## src/rtl/hba_serial_tx.sv

```systemverilog
// Purpose : HBA bus slave that queues bytes in a 4-entry FIFO and sends them as 8N1 serial frames on txd.
// Latency : bus ack one cycle after select rises; first start bit two cycles after the TXDATA write ack.
// Backpr. : no stall on the bus; a TXDATA write into a full FIFO is dropped and latches the sticky overflow bit.
//
// Ports:
//   hba_clk, hba_resetq        - clock (rising edge) and asynchronous active-low reset
//   hba_abus, hba_rnw, hba_dbus - bus address ([11:8] peripheral, [7:0] register), direction, write data
//   hba_xferack_slave          - one-cycle transfer acknowledge
//   hba_dbus_slave             - read data, zero outside a read ack cycle
//   txd                        - serial output, idle high
//   intr                       - level interrupt: enabled, FIFO empty and transmitter idle
module hba_serial_tx #(
  parameter int         CLK_FREQUENCY = 100_000_000,
  parameter int         BAUD          = 115_200,
  parameter logic [3:0] PERIPH_ADDR   = 4'd1
) (
  input  logic        hba_clk,
  input  logic        hba_resetq,
  input  logic [11:0] hba_abus,
  input  logic        hba_rnw,
  input  logic [7:0]  hba_dbus,
  output logic        hba_xferack_slave,
  output logic [7:0]  hba_dbus_slave,
  output logic        txd,
  output logic        intr
);

  localparam int DIV = CLK_FREQUENCY / BAUD;
  localparam int CW  = (DIV > 1) ? $clog2(DIV) : 1;
  localparam logic [CW-1:0] BAUD_RELOAD = CW'(DIV - 1);

  typedef enum logic [1:0] {IDLE, START, DATA, STOP} tx_state_t;

  // ---------------------------------------------------------------- bus side
  logic       sel;
  logic       req_done;   // select was already high last cycle: request already taken
  logic       ack_q;
  logic       rnw_q;
  logic [7:0] idx_q;
  logic [7:0] wdat_q;
  logic [7:0] rdata;

  assign sel = (hba_abus[11:8] == PERIPH_ADDR);

  always_ff @(posedge hba_clk or negedge hba_resetq) begin
    if (!hba_resetq) begin
      req_done <= 1'b0;
      ack_q    <= 1'b0;
      rnw_q    <= 1'b1;
      idx_q    <= 8'h00;
      wdat_q   <= 8'h00;
    end else begin
      // Only the first select cycle produces a request; select must drop for a
      // cycle before another one is accepted.
      req_done <= sel;
      ack_q    <= sel & ~req_done;
      if (sel && !req_done) begin
        rnw_q  <= hba_rnw;
        idx_q  <= hba_abus[7:0];
        wdat_q <= hba_dbus;
      end
    end
  end

  // Writes commit at the clock edge that ends the ack cycle.
  logic wr_en, push, stat_wr, ctrl_wr;
  assign wr_en   = ack_q & ~rnw_q;
  assign push    = wr_en & (idx_q == 8'd0);
  assign stat_wr = wr_en & (idx_q == 8'd1);
  assign ctrl_wr = wr_en & (idx_q == 8'd2);

  // ---------------------------------------------------------------- FIFO
  logic [7:0] fifo_mem [4];
  logic [1:0] wr_ptr, rd_ptr;
  logic [2:0] count;
  logic       full, empty, push_ok, pop;
  logic       overflow;
  logic       tx_enable, intr_enable;

  assign full    = (count == 3'd4);
  assign empty   = (count == 3'd0);
  // Fullness is judged on the count before this cycle, so a same-cycle pop
  // does not rescue a push into a full FIFO.
  assign push_ok = push & ~full;

  always_ff @(posedge hba_clk) begin
    if (push_ok) fifo_mem[wr_ptr] <= wdat_q;
  end

  always_ff @(posedge hba_clk or negedge hba_resetq) begin
    if (!hba_resetq) begin
      wr_ptr      <= 2'd0;
      rd_ptr      <= 2'd0;
      count       <= 3'd0;
      overflow    <= 1'b0;
      tx_enable   <= 1'b1;
      intr_enable <= 1'b0;
    end else begin
      if (push_ok) wr_ptr <= wr_ptr + 2'd1;
      if (pop)     rd_ptr <= rd_ptr + 2'd1;
      case ({push_ok, pop})
        2'b10:   count <= count + 3'd1;
        2'b01:   count <= count - 3'd1;
        default: count <= count;
      endcase
      if (push && full)
        overflow <= 1'b1;
      else if (stat_wr && wdat_q[4])
        overflow <= 1'b0;
      if (ctrl_wr) begin
        tx_enable   <= wdat_q[0];
        intr_enable <= wdat_q[1];
      end
    end
  end

  // ---------------------------------------------------------------- TX FSM
  tx_state_t     state, next_state;
  logic [CW-1:0] baud_cnt;
  logic [2:0]    bit_idx;
  logic [7:0]    tx_byte;
  logic          tick, start_ok, busy;

  assign tick     = (baud_cnt == '0);
  assign start_ok = ~empty & tx_enable;
  // The head byte leaves the FIFO on the cycle the FSM commits to a new frame.
  assign pop      = start_ok & ((state == IDLE) | ((state == STOP) & tick));

  always_ff @(posedge hba_clk or negedge hba_resetq) begin
    if (!hba_resetq) state <= IDLE;
    else             state <= next_state;
  end

  always_comb begin
    next_state = state;
    case (state)
      IDLE:  if (start_ok) next_state = START;
      START: if (tick) next_state = DATA;
      DATA:  if (tick && bit_idx == 3'd7) next_state = STOP;
      STOP:  if (tick) next_state = start_ok ? START : IDLE;
      default: next_state = IDLE;
    endcase
  end

  always_comb begin
    busy = 1'b1;
    txd  = 1'b1;
    case (state)
      IDLE:    busy = 1'b0;
      START:   txd  = 1'b0;
      DATA:    txd  = tx_byte[bit_idx];
      default: txd  = 1'b1;
    endcase
  end

  // Baud counter reloads at every bit boundary, giving DIV cycles per bit.
  always_ff @(posedge hba_clk or negedge hba_resetq) begin
    if (!hba_resetq) begin
      baud_cnt <= '0;
      bit_idx  <= 3'd0;
      tx_byte  <= 8'h00;
    end else begin
      if (pop) begin
        baud_cnt <= BAUD_RELOAD;
        tx_byte  <= fifo_mem[rd_ptr];
      end else if (state != IDLE) begin
        baud_cnt <= tick ? BAUD_RELOAD : baud_cnt - CW'(1);
      end
      // Wraps 7 -> 0 at the end of DATA, ready for the next frame.
      if (state == DATA && tick) bit_idx <= bit_idx + 3'd1;
    end
  end

  // ---------------------------------------------------------------- read mux / outputs
  always_comb begin
    rdata = 8'h00;
    case (idx_q)
      8'd1:    rdata = {3'b000, overflow, busy, count};
      8'd2:    rdata = {6'b000000, intr_enable, tx_enable};
      default: rdata = 8'h00;
    endcase
  end

  assign hba_xferack_slave = ack_q;
  assign hba_dbus_slave    = (ack_q && rnw_q) ? rdata : 8'h00;

  always_ff @(posedge hba_clk or negedge hba_resetq) begin
    if (!hba_resetq) intr <= 1'b0;
    else             intr <= intr_enable & empty & ~busy;
  end

endmodule

```

## config.mk

```make
export PLATFORM = sky130hd
export DESIGN_NAME = hba_serial_tx
export DESIGN_NICKNAME = d
export VERILOG_FILES = /design/src/rtl/hba_serial_tx.sv
export SDC_FILE = /design/constraint.sdc
export NUM_CORES = 1
export LEC_CHECK = 0
export ABC_AREA = 1
export CELL_PAD_IN_SITES_DETAIL_PLACEMENT = 1
export CELL_PAD_IN_SITES_GLOBAL_PLACEMENT = 2
export CORE_ASPECT_RATIO = 2
export CORE_MARGIN = 2
export CORE_UTILIZATION = 36
export DETAILED_ROUTE_END_ITERATION = 8
export HOLD_SLACK_MARGIN = 0.06
export PLACE_DENSITY = 0.76
export SLEW_MARGIN = 10
export SYNTH_ARGS = -nofsm -noshare
export SYNTH_HDL_FRONTEND = slang
export SYNTH_SLANG_ARGS = --single-unit
export TNS_END_PERCENT = 5
```

## constraint.sdc

```tcl
create_clock -name hba_clk -period 2.87 [get_ports hba_clk]
set_input_delay 0.574 -clock hba_clk [delete_from_list [all_inputs] [get_ports hba_clk]]
set_output_delay 0.574 -clock hba_clk [all_outputs]
set_load 0.005 [all_outputs]
```

==> run_results.csv <==
group,metric,value,unit
die,rows,54,
logic_synthesis,netlist.area_leader.share,32.09,%
route,wl_per_cell,14.73,µm
cells_and_area,final_util,44.05,%
cells_and_area,fin_nets,495,
route,routed_via_density,4.786,
sta,setup_viol,0,
setup_path,crit_top_cell,"nand2_1",
setup_path,start_kind,"flop",
placement,dpl_worst_slack,0.4037,ns
clock_tree,h-tree-depth,3,
sta,tightest_slew,0.6603,ns
route,wl,8.885,mm
global_routing,antenna_found_initial,0,
logic_synthesis,yosysMostFrequentCell,"nand2_1",
logic_synthesis,synth_top_cell_by_area,"dfrtp_1",
logic_synthesis,netlist_area,0.003978,mm²
clock_tree,tritoncts,"built",
cells_and_area,multiInputGateArea,0.001458,mm²
power,irDropWorstVdd,0.0003256,V
sta,fin_hold_ws,0.2603,ns
setup_path,crit_path_max_incr_delay,0.53,ns
setup_path,reg2reg_from,"baud_cnt[0]",
logic_synthesis,synthArstFlopShare,62.35,%
sta,maxSlewViolCount,0,
route,drc,0,
logic_synthesis,syn_area_per_cell,9.470,µm²
sta,layout_setup_ws,0.2014,ns
route,initialDrtViolationCount,66,
job,max_cap_violations,0,
power,power_density,807.2,mW/mm²
cells_and_area,area_growth,19.72,%
die,fp.dieW,78.33,µm
logic_synthesis,yosysSeqAreaShare,57.57,%
route,ant_nets,0,
sta,max_slew_margin,55.98,%
power,p_leak,2.072,nW
cells_and_area,ff_latch_area,0.002290,mm²
setup_path,path_max_fanout,4,
setup_path,slowest_stage,"clkdlybuf4s50_1",
clock_tree,hold_buffers,0,
sta,period_needed,2.669,ns
placement,gp_congestion,0.7671,
sta,finClkSkew,0.005290,ns
route,drt-pass1-iter-count,4,
setup_path,regToRegSetupSlack,0.43,ns
setup_path,critical_path_buf_inv_count,1,
die,dieArea,0.01196,mm²
cells_and_area,layout-drive-gt1-share,9.719,%
logic_synthesis,synth_area_leaders,"dfrtp_1 32%, edfxtp_1 24%, nand2_1 10%",
global_routing,grt_pass1_wl,15.04,mm
logic_synthesis,synth_cell_types,32,
sta,fin_crit_sh,92.98,%
setup_path,rr_worst_depth,14,
logic_synthesis,synth_edf_count,32,
global_routing,grt_pass1_vias,3208,
cells_and_area,diodes,0,
sta,finalHoldViolations,0,
setup_path,crit_type,"flop to output port",
global_routing,grt_overflow,0,
outcome,status,"complete, no violations",
logic_synthesis,ys.flop_type,"dfrtp_1",
clock_tree,cts_root_buffer,"clkbuf_16",
logic_synthesis,ys_ff_latch,85,
setup_path,crit_chain,"nor2_1 -> nand2_1 -> nor3_2 -> nand2_1 -> a21oi_1 -> clkdlybuf4s50_1",
die,start_util,36.79,%
setup_path,reg2reg_to,"count[2]",
cells_and_area,fillers,1258,
die,core-area,0.01081,mm²
logic_synthesis,synthCells,420,
clock_tree,clk_pin_slew,0.06,ns
clock_tree,clockBufferDepth,2,
logic_synthesis,synth_commonest_cells,"108 x nand2_1, 51 x dfrtp_1, 47 x nor2_1",
setup_path,path_delay_family,"simple AND/OR/NAND/NOR gates",
die,io-pin-count,34,
sta,fmax,374.7,MHz
placement,numPortBuffers,30,
global_routing,track_usage,16.44,%
setup_path,arrival,2.09,ns
setup_path,end_kind,"output port",
route,dr_total_vias,2886,
global_routing,grt_max_degree,29,
logic_synthesis,yosys_warnings,0,
placement,place_hpwl,6.993,mm
clock_tree,cts_buffers,9,
worst_hold_path,min_path_type,"primary input to async pin",
clock_tree,cts_sinks,85,
die,die_y,152.7,µm
setup_path,required,2.30,ns
clock_tree,clk_latency,0.34,ns
==> metal layers <==
layer | global-route usage [%] | wire length (µm) | vias up
met3 | 2.844 | 178 | 13
met4 | 7.853 | 251 | 0
li1 | - | - | 1427
met2 | 32.10 | 5314 | 39
met1 | 16.01 | 3140 | 1407
met5 | 0 | 0 | -
==> worst max path at each step <==
stage,start,depth (start not counted),end
after CTS,idx_q[3],6,hba_dbus_slave[1]
after detailed placement,baud_cnt[0],14,count[2]
final,idx_q[3],6,hba_dbus_slave[1]
after global routing,idx_q[3],6,hba_dbus_slave[1]
after global placement,baud_cnt[0],14,count[2]
after floorplan,state[0],12,count[2]
==> registers in the layout, summed over array words and instances, names as in the netlist, 2 cells and up <==
signal,flops
wdat_q,8
rd_ptr,2
bit_idx,3
idx_q,8
state,2
tx_byte,8
wr_ptr,2
count,3
fifo_mem,32
baud_cnt,10
==> what timing repair did <==
action,in CTS,in global routing
buffers inserted,0,0
endpoints found under the setup margin,0,2
resized for setup,0,2
==> kinds of logic after synthesis <==
logic type               count (synthesis)  share of synthesized area [%]
AO/OA/AOI/OAI                           60                          7.770
flip-flops                              85                          57.57
AND/OR/NAND/NOR                        192                          20.82
other                                    1                        0.09428
XOR/XNOR                                 9                          1.982
buffers and inverters                   55                          6.165
multiplexers                             4                          1.007
adder cells (fa/ha/maj)                 14                          4.593
==> layout by cell type, fill, tap and decap left out, types with 4 or more instances in the layout <==
| master | instances |
|---|---|
| a21oi_1 | 12 |
| buf_4 | 7 |
| clkbuf_16 | 9 |
| clkdlybuf4s50_1 | 29 |
| clkinv_4 | 4 |
| dfrtp_1 | 51 |
| edfxtp_1 | 32 |
| ha_1 | 13 |
| inv_1 | 39 |
| mux2i_1 | 4 |
| nand2_1 | 108 |
| nand3_1 | 19 |
| nor2_1 | 46 |
| o21ai_0 | 42 |
| o22ai_1 | 5 |
| xor2_1 | 7 |
==> metrics by stage <==
step	instances	setup TNS [ns]	power [mW]	area, µm²
3_3_place_gp	587	0	2.656	4446
3_5_place_dp	587	0	2.697	4446
4_1_cts	603	0	3.906	4755
2_1_floorplan	422	0	2.340	3985
5_1_grt	603	-0.002098	4.116	4762
6_report	603	0	3.844	4762
==> cell type report <==
type                    instances  area share [%]
clock inverters                 7           1.760
well taps                     140           3.678
inverters                      42           3.416
flip-flops and latches         85           48.08
multi-input cells             282           30.61
clock buffers                   9           4.729
repair buffers                 38           7.725
==> report_power, final <==
part           switching, mW  internal, mW
Sequential             0.166          1.47
Clock                  0.505         0.688
Combinational          0.631         0.381
(Power assumes the default switching activity.)
